## src/rtl/serial_link_pkg.sv

```systemverilog
// Shared definitions for the serial link (PISO transmitter and SIPO receiver).
// State encoding, default word length and default bit order.
package serial_link_pkg;

   typedef enum logic {
      ST_IDLE  = 1'b0,
      ST_SHIFT = 1'b1
   } state_t;

   localparam int DEF_WIDTH     = 4;
   localparam bit DEF_MSB_FIRST = 1'b1;

endpackage

```

## src/rtl/bit_period_counter.sv

```systemverilog
// Divider counting clk cycles within one serial bit period, mod BIT_DIV.
// Clear forces zero; tc flags the last cycle of the bit period.
module bit_period_counter #(
   parameter int BIT_DIV = 1,
   parameter int DW      = 1
) (
   input  logic          clk,
   input  logic          rst,
   input  logic          clear,
   input  logic          en,
   output logic [DW-1:0] cnt,
   output logic          tc
);

   assign tc = (cnt == DW'(BIT_DIV - 1));

   always_ff @(posedge clk) begin
      if (rst || clear) begin
         cnt <= '0;
      end else if (en) begin
         cnt <= tc ? '0 : cnt + DW'(1);
      end
   end

endmodule

```

## src/rtl/piso_serial_tx.sv

```systemverilog
// Parallel-in serial-out transmitter with valid/ready load and
// programmable bit period; back-to-back words leave no idle gap.
module piso_serial_tx
   import serial_link_pkg::*;
#(
   parameter int WIDTH      = DEF_WIDTH,
   parameter int BIT_DIV    = 1,
   parameter bit MSB_FIRST  = DEF_MSB_FIRST,
   parameter bit IDLE_LEVEL = 1'b0
) (
   input  logic             clk,
   input  logic             rst,
   input  logic [WIDTH-1:0] parallel_in,
   input  logic             load_valid,
   output logic             load_ready,
   output logic             serial_out,
   output logic             serial_valid,
   output logic             tx_done
);

   localparam int BW = $clog2(WIDTH);
   localparam int DW = (BIT_DIV > 1) ? $clog2(BIT_DIV) : 1;

   state_t           state;
   logic [BW-1:0]    bit_cnt;
   logic [DW-1:0]    div_cnt;
   logic             div_tc;
   logic [WIDTH-1:0] shreg;
   logic [WIDTH-1:0] shnext;
   logic             last;
   logic             accept;

   function automatic logic head(input logic [WIDTH-1:0] w);
      return MSB_FIRST ? w[WIDTH-1] : w[0];
   endfunction

   assign last       = (bit_cnt == BW'(WIDTH - 1)) & div_tc;
   assign tx_done    = (state == ST_SHIFT) & last;
   assign load_ready = !rst & ((state == ST_IDLE) | tx_done);
   assign accept     = load_valid & load_ready;
   assign shnext     = MSB_FIRST ? (shreg << 1) : (shreg >> 1);

   bit_period_counter #(
      .BIT_DIV (BIT_DIV),
      .DW      (DW)
   ) u_div (
      .clk   (clk),
      .rst   (rst),
      .clear (accept),
      .en    (state == ST_SHIFT),
      .cnt   (div_cnt),
      .tc    (div_tc)
   );

   always_ff @(posedge clk) begin
      if (rst) begin
         state        <= ST_IDLE;
         bit_cnt      <= '0;
         shreg        <= '0;
         serial_out   <= IDLE_LEVEL;
         serial_valid <= 1'b0;
      end else if (accept) begin
         // Covers both IDLE loads and back-to-back loads on the last cycle
         state        <= ST_SHIFT;
         bit_cnt      <= '0;
         shreg        <= parallel_in;
         serial_out   <= head(parallel_in);
         serial_valid <= 1'b1;
      end else begin
         case (state)
            ST_SHIFT: begin
               if (div_tc) begin
                  if (last) begin
                     state        <= ST_IDLE;
                     bit_cnt      <= '0;
                     serial_out   <= IDLE_LEVEL;
                     serial_valid <= 1'b0;
                  end else begin
                     bit_cnt    <= bit_cnt + BW'(1);
                     shreg      <= shnext;
                     serial_out <= head(shnext);
                  end
               end
            end
            default: begin
               serial_out   <= IDLE_LEVEL;
               serial_valid <= 1'b0;
            end
         endcase
      end
   end

endmodule
```

## config.mk

```make
export PLATFORM = sky130hd
export DESIGN_NAME = piso_serial_tx
export DESIGN_NICKNAME = d
export VERILOG_FILES = /design/src/rtl/serial_link_pkg.sv /design/src/rtl/bit_period_counter.sv /design/src/rtl/piso_serial_tx.sv
export SDC_FILE = /design/constraint.sdc
export NUM_CORES = 1
export LEC_CHECK = 0
export CAP_MARGIN = 20
export CELL_PAD_IN_SITES_DETAIL_PLACEMENT = 2
export CELL_PAD_IN_SITES_GLOBAL_PLACEMENT = 2
export CORE_UTILIZATION = 26
export CTS_BUF_LIST = sky130_fd_sc_hd__clkbuf_8
export DETAILED_ROUTE_END_ITERATION = 12
export PLACE_DENSITY_LB_ADDON = 0.1
export SYNTH_ARGS = -nofsm -noshare
export SYNTH_HDL_FRONTEND = slang
export SYNTH_SLANG_ARGS = --single-unit
export TNS_END_PERCENT = 30
```

## constraint.sdc

```tcl
create_clock -name clk -period 1.1 [get_ports clk]
set_input_delay 0.11 -clock clk [delete_from_list [all_inputs] [get_ports clk]]
set_output_delay 0.11 -clock clk [all_outputs]
set_load 0.005 [all_outputs]
```

==> results of run 1 <==
[metrics by stage]
stage | utilization | area [µm²] | instances | total power [W] | hold slack, ns
2_1_floorplan | - | 347 | 38 | 0.000379 | 0.274
3_3_place_gp | 0.439 | 514 | 67 | 0.000442 | 0.437
3_5_place_dp | 0.439 | 514 | 67 | 0.000454 | 0.454
4_1_cts | 0.493 | 577 | 71 | 0.000823 | 0.459
5_1_grt | 0.497 | 582 | 71 | 0.000849 | 0.475
6_report | 0.497 | 582 | 71 | 0.000811 | 0.455
[power by group through the flow]
stage               registers [W]  clock network [W]  logic (W)
finish                   0.000324           0.000361   0.000127
CTS                      0.000324           0.000371   0.000128
global route             0.000326           0.000384   0.000139
detailed placement       0.000327                  0   0.000128
global placement         0.000324                  0   0.000118
floorplan                0.000325                  0  0.0000535
[final timing paths]
kind / startpoint / cells after the start / slack, ns / endpoint
min: serial_valid / 2 / 0.45 / serial_valid
max reg2reg: bit_cnt[1] / 6 / -0.09 / serial_out
max: bit_cnt[1] / 5 / -0.22 / load_ready
min reg2reg: serial_valid / 2 / 0.45 / serial_valid
[worst reg2reg max path, delay by kind of cell (launching register included)]
kind            cells  cell delay [ns]
compound gates      1             0.11
buf+inv             2             0.24
fa+ha+maj           1             0.16
simple gates        2             0.29
flops               1             0.33
[routing by layer]
layer	GRT usage	part of all wire	wire, µm
met5	0	0	0
met4	0.155	0.039	41
met3	0.105	0.065	68
met2	0.292	0.48	502
met1	0.199	0.41	430
[cells by family (layout without fill, tap and decap cells)]
kind of cell | after synthesis | count (layout)
muxes | 4 | 4
and+or+nand+nor | 18 | 18
adders and majority gates | 1 | 1
AOI/OAI and AO/OA | 5 | 5
buffers and inverters | 2 | 21
DFF | 8 | 8
[flip-flops by register name, summed over array words and instances, names as in the netlist]
signal        count
bit_cnt           2
serial_valid      1
shreg             3
state             1
serial_out        1
[synth_stat cells]
cell      number  share of area
a31oi_1        1          0.018
and2_1         1          0.018
nor2_1         8          0.087
mux2i_1        4           0.12
dfxtp_1        8           0.46
a211oi_1       2          0.043
a21oi_1        2          0.029
nand2b_2       1          0.025
buf_1          1          0.011
nand2_1        4          0.043
ha_1           1          0.036
buf_6          1          0.032
and2b_4        1          0.029
nor3b_1        1          0.022
nor3_1         1          0.014
nand3_1        1          0.014
[area by class of cell]
| class | count | area share |
|---|---|---|
| Clock buffer | 3 | 0.0710 |
| Multi-Input combinational cell | 28 | 0.338 |
| Sequential cell | 8 | 0.280 |
| Tap cell | 14 | 0.0301 |
| Timing Repair Buffer | 18 | 0.282 |
[timing repair]
| action | 4_1_cts | 5_1_grt |
|---|---|---|
| pin swaps | 1 | 2 |
| gates resized for setup | 17 | 1 |
| setup endpoints to repair | 10 | 9 |
| hold endpoints to repair | 0 | 0 |
| buffers inserted | 1 | 0 |
| hold buffers | 0 | 0 |
| gates cloned | 0 | 0 |
==> flow_summary_export.csv, run 1 <==
group,metric,value,unit
outcome,status,"finished, violations left",
outcome,violations,"negative setup slack",
floorplan,coreArea,1170,µm²
power,power_frac_seq,0.399,
logic_synthesis,synthAdderAreaFrac,0.0361,
logic_synthesis,synthesis.area,347,µm²
final_layout,regArea,163,µm²
clocking,clk_pin_slew,0.04,ns
detailed_routing,wirelength,1040,µm
sta,period_share,1.20,
final_layout,final_common_cell,"nor2_1",
clocking,cts_sinks,8,
critical_path,startpoint_type,"register",
floorplan,dieArea,1480,µm²
clocking,root_buffer,"clkbuf_8",
sta,final-setup-viol-count,7,
grt,globalRouteTotalUtil,0.195,
critical_path,crit_path_cell_trace,"ha_4, buf_6, and2b_4, nor2_1, buf_2",
logic_synthesis,ys_seq_area_frac,0.462,
placement,pre_cts_ws,-0.304,ns
detailed_routing,postRouteAntennaNets,0,
detailed_routing,drt_drc_violations_left,0,
detailed_routing,drtIter0Drc,4,
sta,period_minus_slack,1.32,ns
power,pwr-share-comb,0.156,
power,swShare,0.232,
critical_path,worstPathRequired,0.99,ns
sta,fin_setup_tns,-0.676,ns
detailed_routing,vias,355,
critical_path,crit_buf_inv,2,
critical_path,critical_path_class,"reg2out",
floorplan,die_w,38.5,µm
sta,rsz0062_at_grt,"yes",
final_layout,fillers,125,
sta,setup_ws,-0.217,ns
critical_path,cp.arrival,1.21,ns
sta,worst_slew_pin_slew,0.204,ns
grt,grt_pass1_wl,1720,µm
detailed_routing,drt_first_pass_iters,2,
power,p_leak,0.255,nW
clocking,cts_buffers,3,
final_layout,multiInputGateArea,196,µm²
critical_path,critPathCaptureType,"output pin",
clocking,h-tree-depth,1,
critical_path,slowest_delay,0.33,ns
sta,fin_skew,0.00622,ns
power,power_density,1390,nW/µm²
final_layout,drive_above_1_share,0.351,
final_layout,diodes,0,
logic_synthesis,synth-warning-count,0,
placement,place_hpwl,767,µm
detailed_routing,routedWlPerCell,14.7,µm
final_layout,layout_common_cells,"nor2_1, clkdlybuf4s50_1, buf_4, dfxtp_1",
logic_synthesis,synth_compound_area_frac,0.0903,
sta,maxSlewViolCount,0,
logic_synthesis,synth_top_family_by_area,"simple AND/OR/NAND/NOR gates",
critical_path,cp_slowest_cell,"dfxtp_2",
sta,fmax,0.759,GHz
logic_synthesis,yosys.area_share.simple,0.253,
run,maxCapViolCount,0,
critical_path,critical-path-top-delay-family,"flip-flops",
final_layout,area_growth,67.9,%
placement,place_congestion,0.675,
clocking,worstSkewPairLatency,0.24,ns
floorplan,rows,12,
logic_synthesis,syn_nets,46,
sta,hold_viol,0,
clocking,clockBufferDepth,2,
logic_synthesis,yosys.area_share.xor_xnor,0,
detailed_routing,vias_per_cell,5.00,
power,p_int,0.000623,W
placement,portBuffers,10,
final_layout,fin_nets,67,
floorplan,start_util,0.296,
grt,grt_max_degree,10,
logic_synthesis,ys_ff_latch,8,
critical_path,worst-path-max-fanout,2,
floorplan,chipHeight,38.5,µm
power,p_clk_frac,0.445,
logic_synthesis,synth.avg_cell_area,9.12,µm²
clocking,cts_tree,"built",
min_path,hp-class,"reg2reg",
grt,antenna_found_initial,0,
logic_synthesis,synth.area.mux_share,0.116,
power,switchingPower,0.000188,W
power,ir_drop,0.627,mV
floorplan,ios,11,
logic_synthesis,yosysUniqueCellTypes,16,
logic_synthesis,netlist_instances,38,
grt,grt_overflow,0,
sta,timing.slew.headroom,0.864,
grt,grt_pass1_vias,376,
(Power assumes the default switching activity.)
==> inputs of run 2 (changes only) <==
--- a/config.mk
+++ b/config.mk
@@ -5,6 +5,7 @@
 export SDC_FILE = /design/constraint.sdc
 export NUM_CORES = 1
 export LEC_CHECK = 0
+export ABC_CLOCK_PERIOD_IN_PS = 1100
 export CAP_MARGIN = 20
 export CELL_PAD_IN_SITES_DETAIL_PLACEMENT = 2
 export CELL_PAD_IN_SITES_GLOBAL_PLACEMENT = 2
@@ -12,6 +13,7 @@
 export CTS_BUF_LIST = sky130_fd_sc_hd__clkbuf_8
 export DETAILED_ROUTE_END_ITERATION = 12
 export PLACE_DENSITY_LB_ADDON = 0.1
+export SLEW_MARGIN = 5
 export SYNTH_ARGS = -nofsm -noshare
 export SYNTH_HDL_FRONTEND = slang
 export SYNTH_SLANG_ARGS = --single-unit
==> results of run 2 <==
Same layout as run 1: the final DEF is identical, and so are final timing and power.
